## src/rtl/barcodescanner_nios_ddr2_memory_ex_pattern_ctrl_if.sv

```systemverilog
// Avalon-style memory request/response bundle between the pattern controller
// (master) and the memory (slave).
interface barcodescanner_nios_ddr2_memory_ex_pattern_ctrl_if #(
  parameter int ADDR_W = 8
);
  // A request (write_req or read_req) transfers on a rising edge where avl_ready
  // is 1. An unaccepted request holds addr/wdata stable. Read data returns in
  // request order, one word per cycle with avl_rdata_valid=1. There is no back-pressure.
  logic              avl_ready;
  logic              avl_write_req;
  logic              avl_read_req;
  logic [ADDR_W-1:0] avl_addr;
  logic [7:0]        avl_wdata;
  logic              avl_rdata_valid;
  logic [7:0]        avl_rdata;

  modport master (
    input  avl_ready, avl_rdata_valid, avl_rdata,
    output avl_write_req, avl_read_req, avl_addr, avl_wdata
  );

  modport slave (
    output avl_ready, avl_rdata_valid, avl_rdata,
    input  avl_write_req, avl_read_req, avl_addr, avl_wdata
  );
endinterface

```

## src/rtl/barcodescanner_nios_ddr2_memory_ex_pattern_ctrl.sv

```systemverilog
// Memory pattern tester: writes an LFSR sequence to num_words addresses,
// reloads the LFSR, then reads back and counts mismatching words.
module barcodescanner_nios_ddr2_memory_ex_pattern_ctrl #(
  parameter int SEED   = 32,
  parameter int ADDR_W = 8
) (
  input  logic                 clk,
  input  logic                 reset_n,
  input  logic                 start,
  input  logic [ADDR_W-1:0]    num_words,
  output logic                 lfsr_enable,
  output logic                 lfsr_pause,
  output logic                 lfsr_load,
  output logic [7:0]           lfsr_ldata,
  input  logic [7:0]           lfsr_data,
  barcodescanner_nios_ddr2_memory_ex_pattern_ctrl_if.master avl,
  output logic                 busy,
  output logic                 done,
  output logic                 pass,
  output logic [7:0]           err_count,
  output logic [2:0]           dbg_state
);

  typedef enum logic [2:0] {
    IDLE   = 3'd0,
    WRITE  = 3'd1,
    RELOAD = 3'd2,
    READ   = 3'd3,
    FINISH = 3'd4
  } state_t;

  localparam logic [7:0]    SEED_BYTE = 8'(SEED);
  localparam logic [ADDR_W:0] CNT_ONE = (ADDR_W + 1)'(1);

  state_t            state;
  // One bit wider than the address so a full 2^ADDR_W-1 word pass cannot wrap.
  logic [ADDR_W:0]   words_q;
  logic [ADDR_W:0]   wr_cnt;
  logic [ADDR_W:0]   iss_cnt;
  logic [ADDR_W:0]   rcv_cnt;
  logic              wr_acc;
  logic              rd_acc;
  logic              rd_hit;
  logic              mismatch;
  logic [7:0]        err_next;

  assign avl.avl_write_req = (state == WRITE);
  assign avl.avl_read_req  = (state == READ) && (iss_cnt < words_q);
  assign avl.avl_addr      = (state == WRITE) ? wr_cnt[ADDR_W-1:0] :
                             (state == READ)  ? iss_cnt[ADDR_W-1:0] : '0;
  assign avl.avl_wdata     = (state == WRITE) ? lfsr_data : 8'h00;

  assign wr_acc   = avl.avl_write_req & avl.avl_ready;
  assign rd_acc   = avl.avl_read_req & avl.avl_ready;
  assign rd_hit   = (state == READ) & avl.avl_rdata_valid;
  assign mismatch = rd_hit && (avl.avl_rdata != lfsr_data);
  assign err_next = (mismatch && (err_count != 8'hFF)) ? err_count + 8'd1 : err_count;

  // The LFSR steps only on an accepted write or a valid read word, so the
  // read-back sequence lines up with what was written.
  assign lfsr_enable = (state == WRITE) || (state == RELOAD) || (state == READ);
  assign lfsr_load   = (state == RELOAD);
  assign lfsr_pause  = (state == WRITE) ? !wr_acc :
                       (state == READ)  ? !avl.avl_rdata_valid : 1'b0;
  assign lfsr_ldata  = SEED_BYTE;

  assign busy      = (state != IDLE);
  assign dbg_state = state;

  always_ff @(posedge clk or negedge reset_n) begin
    if (!reset_n) begin
      state     <= IDLE;
      words_q   <= '0;
      wr_cnt    <= '0;
      iss_cnt   <= '0;
      rcv_cnt   <= '0;
      done      <= 1'b0;
      pass      <= 1'b0;
      err_count <= 8'h00;
    end else begin
      done <= 1'b0;
      case (state)
        IDLE: begin
          if (start) begin
            words_q   <= {1'b0, num_words};
            wr_cnt    <= '0;
            iss_cnt   <= '0;
            rcv_cnt   <= '0;
            err_count <= 8'h00;
            pass      <= 1'b0;
            if (num_words == '0) begin
              state <= FINISH;
              done  <= 1'b1;
              pass  <= 1'b1;
            end else begin
              state <= WRITE;
            end
          end
        end
        WRITE: begin
          if (wr_acc) begin
            wr_cnt <= wr_cnt + CNT_ONE;
            if (wr_cnt == words_q - CNT_ONE) state <= RELOAD;
          end
        end
        RELOAD: state <= READ;
        READ: begin
          if (rd_acc) iss_cnt <= iss_cnt + CNT_ONE;
          if (rd_hit) begin
            err_count <= err_next;
            rcv_cnt   <= rcv_cnt + CNT_ONE;
            // pass is resolved with the final word's compare folded in.
            if (rcv_cnt == words_q - CNT_ONE) begin
              state <= FINISH;
              done  <= 1'b1;
              pass  <= (err_next == 8'h00);
            end
          end
        end
        FINISH: state <= IDLE;
        default: state <= IDLE;
      endcase
    end
  end

endmodule

```

## src/flat_wrapper.sv

```systemverilog
// flat-port wrapper written by rule: the top's interface ports become plain ports
module barcodescanner_nios_ddr2_memory_ex_pattern_ctrl_flat 
#(
  parameter int SEED   = 32,
  parameter int ADDR_W = 8
)
  (clk, reset_n, start, num_words, lfsr_enable, lfsr_pause, lfsr_load, lfsr_ldata, lfsr_data, busy, done, pass, err_count, dbg_state, avl_avl_ready, avl_avl_rdata_valid, avl_avl_rdata, avl_avl_write_req, avl_avl_read_req, avl_avl_addr, avl_avl_wdata);
  barcodescanner_nios_ddr2_memory_ex_pattern_ctrl_if #(.ADDR_W(ADDR_W)) avl_i ();
  input  logic clk;
  input  logic reset_n;
  input  logic start;
  input  logic [ADDR_W-1:0] num_words;
  output logic lfsr_enable;
  output logic lfsr_pause;
  output logic lfsr_load;
  output logic [7:0] lfsr_ldata;
  input  logic [7:0] lfsr_data;
  output logic busy;
  output logic done;
  output logic pass;
  output logic [7:0] err_count;
  output logic [2:0] dbg_state;
  input wire logic [$bits(avl_i.avl_ready)-1:0] avl_avl_ready;
  input wire logic [$bits(avl_i.avl_rdata_valid)-1:0] avl_avl_rdata_valid;
  input wire logic [$bits(avl_i.avl_rdata)-1:0] avl_avl_rdata;
  output wire logic [$bits(avl_i.avl_write_req)-1:0] avl_avl_write_req;
  output wire logic [$bits(avl_i.avl_read_req)-1:0] avl_avl_read_req;
  output wire logic [$bits(avl_i.avl_addr)-1:0] avl_avl_addr;
  output wire logic [$bits(avl_i.avl_wdata)-1:0] avl_avl_wdata;
  assign avl_i.avl_ready = avl_avl_ready;
  assign avl_i.avl_rdata_valid = avl_avl_rdata_valid;
  assign avl_i.avl_rdata = avl_avl_rdata;
  assign avl_avl_write_req = avl_i.avl_write_req;
  assign avl_avl_read_req = avl_i.avl_read_req;
  assign avl_avl_addr = avl_i.avl_addr;
  assign avl_avl_wdata = avl_i.avl_wdata;
  barcodescanner_nios_ddr2_memory_ex_pattern_ctrl #(.SEED(SEED), .ADDR_W(ADDR_W)) u_core (.clk(clk), .reset_n(reset_n), .start(start), .num_words(num_words), .lfsr_enable(lfsr_enable), .lfsr_pause(lfsr_pause), .lfsr_load(lfsr_load), .lfsr_ldata(lfsr_ldata), .lfsr_data(lfsr_data), .avl(avl_i), .busy(busy), .done(done), .pass(pass), .err_count(err_count), .dbg_state(dbg_state));
endmodule
```

## config.mk

```make
export PLATFORM = sky130hd
export DESIGN_NAME = barcodescanner_nios_ddr2_memory_ex_pattern_ctrl_flat
export DESIGN_NICKNAME = d
export VERILOG_FILES = /design/src/rtl/barcodescanner_nios_ddr2_memory_ex_pattern_ctrl_if.sv /design/src/rtl/barcodescanner_nios_ddr2_memory_ex_pattern_ctrl.sv /design/src/flat_wrapper.sv
export SDC_FILE = /design/constraint.sdc
export NUM_CORES = 1
export LEC_CHECK = 0
export ABC_AREA = 1
export ABC_CLOCK_PERIOD_IN_PS = 3900
export CAP_MARGIN = 20
export CORE_UTILIZATION = 31
export DETAILED_ROUTE_END_ITERATION = 7
export GPL_TIMING_DRIVEN = 0
export SKIP_CTS_REPAIR_TIMING = 1
export SYNTH_ARGS = -nofsm -noshare
export SYNTH_HDL_FRONTEND = slang
export SYNTH_SLANG_ARGS = --single-unit
export TNS_END_PERCENT = 20
```

## constraint.sdc

```tcl
create_clock -name clk -period 3.9 [get_ports clk]
set_clock_uncertainty 0.1 [all_clocks]
set_input_delay 0.78 -clock clk [delete_from_list [all_inputs] [get_ports clk]]
set_output_delay 0.78 -clock clk [all_outputs]
set_load 0.01 [all_outputs]
```

==> impl_summary.txt <==
----------------------------------------------------
[STA]
  Final Max Slew Viols ... 0
  Min Tclk post-route ... 3.23 ns
  Count of final setup violators ... 0
  Maximum clock rate ... 310 MHz
  Sum of negative setup slack ... 0 ns
  Unrepaired setup endpoints after global routing ... false
  Final hold vios ... 0
  Max-slew headroom ... 0.634
  Final cycle utilization of the critical path ... 0.828
  Pin slew with the least headroom to its limit ... 0.549 ns

[Worst setup path]
  Crit-path max FO ... 4
  Critical path data arrival time ... 2.35 ns
  Kind of end point of the critical path ... output pin
  Startpoint of the most critical register-to-register path ... u_core.words_q[6]
  Crit Path Category ... flip-flop to output pin
  Capture instance of the worst register-to-register path ... u_core.iss_cnt[2]
  CP Launch Type ... flip-flop
  Required arrival time at the worst endpoint ... about 3 ns
  Setup slack, reg-to-reg ... 1.50 ns
  Depth of the worst register-to-register path ... 11

[Cells and area]
  Antenna diodes ... 0
  Share of final-layout standard cells stronger than drive strength 1 ... 0.0894
  Net count of the finished layout ... between 600 and 700
  Synthesis-to-layout area growth ... 27.9%

[Global routing]
  Maximum number of pins on one net before global-route repair ... 36
  All-layer global routing usage ... 0.178
  Vias in the first global route ... 3437
  Global-route wire length before repair ... about 17000 um
  GR Overflow Total ... 0
  Antenna violations before repair ... 0

[Power]
  Leak Pwr ... 2.25 nW
  Share of power burned in the clock network ... 0.168
  Power Internal ... 1.58 mW
  Peak VDD IR ... 0.000235 V
  Portion of total power attributed to combinational logic ... 0.563
  Seq pwr share ... 0.269
  Switching component of the power ... 1.41 mW
  Fraction of power spent switching nets ... 0.471
  Power, Total ... 2.99 mW
  PwrDens ... between 600 and 700 mW/mm^2

[Floorplanning]
  Die Width ... 110 um
  Count of pins on the block boundary ... 72
  Vertical die dimension ... 110 um
  Die area ... 0.0122 mm^2
  Row cnt ... 39
  Effective utilization at floorplan ... 0.318
  Area of the placeable core ... 0.0114 mm^2

[CTS]
  Clock latency at the later pin of the worst-skew pair ... roughly 0.30 ns
  Number of H-tree levels ... 2
  CTS buffer count ... 5
  Num Clock Sinks ... 48
  Clock edge transition at the registers on the reported setup and hold paths ... 0.07 ns
  CTS Buffer Depth ... 2
  Clock tree from TritonCTS ... built
  Root Buffer ... clkbuf_16

[Drt]
  Detail-routed via count per cell ... about 4.8
  ANT nets after route ... 0
  Residual DRC ... 0
  Violation count after the first detailed-routing iteration ... about 160
  Vias post-DR ... around 3600
  Pre-Repair DR Iteration Count ... 5
  Post-Route WL ... 9980 um
  Routed wirelength normalized by instance count ... 13.4 um

[Synth]
  Part of the Yosys area used for sequential elements ... 0.330
  Instance count of the mapped netlist ... 526
  Mean instance size in the synthesized netlist ... 6.91 um^2
  Top cell type by total area after synthesis ... dfrtp_1
  Share of the synthesized area in the top cell type ... 0.330
  Number of warning messages in the yosys log ... 0
  Count of flip-flops with a built-in enable after synthesis ... 0
  Top-count cell post-synth ... nand2_1
  Total of flip-flops plus latches after synthesis ... 48
  Top cells by area in the synthesized netlist ... dfrtp_1 33%, nand2_1 14%, inv_1 7.1%, nor2_1 6.0%, nand3_1 5.6%
  Count of cell types in the netlist ... 45
  Proportion of register bits with asynchronous set or reset after synthesis ... 1.00
  Most used standard cells in the synthesized netlist ... 135 x nand2_1, 69 x inv_1, 58 x nor2_1, 48 x dfrtp_1, 41 x nand3_1
  Netlist area before placement ... 0.00364 mm^2
  Top FF cell, synth ... dfrtp_1

[Hold path]
  Worst hold path type ... input port to async pin

[Outcome]
  Result of the run ... completed

[Placement]
  DPL Wire Length ... 7910 um
  Number of buffers added on ports ... 63
  Global placer's final weighted congestion ... around 0.84

[Job]
  Maximum Capacitance Violations ... 0

----------------------------------------------------
==> placed cells by master, fill, tap and decap left out, types with 3 or more instances in the layout <==
cell type,Yosys,layout
clkinv_2,3,4
xnor2_1,4,4
o21ai_1,3,3
dfrtp_1,48,48
nor2_1,58,58
nand2_1,135,135
clkbuf_16,0,5
nand2_2,4,4
buf_2,2,3
o22ai_1,10,10
o21ai_0,33,33
buf_4,8,8
inv_1,69,69
inv_2,5,5
nand2_4,7,7
nor3_1,8,8
conb_1,2,8
nand4_1,5,5
clkbuf_1,5,5
nor3b_1,3,3
ha_1,12,12
clkdlybuf4s50_1,0,62
nand3_1,41,41
nor2_4,4,4
xor2_1,16,16
a21oi_1,18,18
==> through the flow <==
| stage | hold slack [ns] | utilization | setup WS [ns] | instances | instance area, um^2 |
|---|---|---|---|---|---|
| 4_1_cts | 0.308 | 0.407 | 0.656 | 747 | 4650 |
| 3_5_place_dp | 0.414 | 0.393 | 0.721 | 739 | 4480 |
| 2_1_floorplan | 0.376 | - | 1.69 | 532 | 3660 |
| 5_1_grt | 0.322 | 0.407 | 0.508 | 747 | 4650 |
| 3_3_place_gp | 0.409 | 0.391 | 0.421 | 738 | 4470 |
| 6_report | 0.291 | 0.407 | 0.670 | 747 | 4650 |
==> state kept, by name, indices dropped and copies added (netlist names) <==
| register | flops |
|---|---|
| u_core.dbg_state | 3 |
| u_core.done | 1 |
| u_core.err_count | 8 |
| u_core.iss_cnt | 9 |
| u_core.pass | 1 |
| u_core.rcv_cnt | 9 |
| u_core.words_q | 8 |
| u_core.wr_cnt | 9 |
==> cell families (layout without fill, tap and decap cells) <==
family | after synthesis | after routing | synth area share
adders and majority gates | 12 | 12 | 0.0413
AOI/OAI and AO/OA | 73 | 73 | 0.111
buffers and inverters | 95 | 167 | 0.109
DFF | 48 | 48 | 0.330
and+or+nand+nor | 276 | 276 | 0.358
other | 2 | 8 | 0.00207
xor gates and xnor gates | 20 | 20 | 0.0482
==> critical path: stages, from the launching register on <==
cell	delay, ns
dfrtp_1	0.38
inv_1	0.15
ha_1	0.27
a21o_1	0.18
a211oi_1	0.20
nand3_1	0.15
nor2_1	0.14
clkdlybuf4s50_1	0.59
==> per-layer routing <==
layer | global-route usage | vias up | part of all wire
met5 | 0 | - | 0
met4 | 0.0508 | 0 | 0.014
met3 | 0.0259 | 13 | 0.043
met2 | 0.305 | 85 | 0.48
met1 | 0.231 | 1647 | 0.46
li1 | - | 1818 | -
==> how the worst max path moves through the flow <==
stage                        startpoint                to  slack [ns]
CTS                   u_core.words_q[6]  avl_avl_read_req        0.66
global route        u_core.dbg_state[2]   avl_avl_addr[4]        0.51
detailed placement        avl_avl_ready        lfsr_pause        0.72
floorplan             u_core.iss_cnt[6]  avl_avl_read_req        1.69
global placement                reset_n  u_core.wr_cnt[6]        0.42
finish                u_core.words_q[6]  avl_avl_read_req        0.67
==> power by group through the flow <==
| stage | clock network, mW | logic, mW | registers (mW) |
|---|---|---|---|
| after global placement | 0 | 1.65 | 0.807 |
| after global routing | 0.527 | 1.89 | 0.826 |
| final | 0.503 | 1.68 | 0.803 |
| after floorplan | 0 | 1.11 | 0.782 |
| after detailed placement | 0 | 1.68 | 0.808 |
| after CTS | 0.509 | 1.69 | 0.800 |
==> cell type report <==
type	count	area, um^2
Buffer	15	88.8
Clock buffer	5	125
Clock inverter	3	42.5
Fill cell	1245	6770
Inverter	80	309
Multi-Input combinational cell	389	2060
Sequential cell	48	1200
Tap cell	143	179
Timing Repair Buffer	64	646
(Power assumes the default switching activity.)
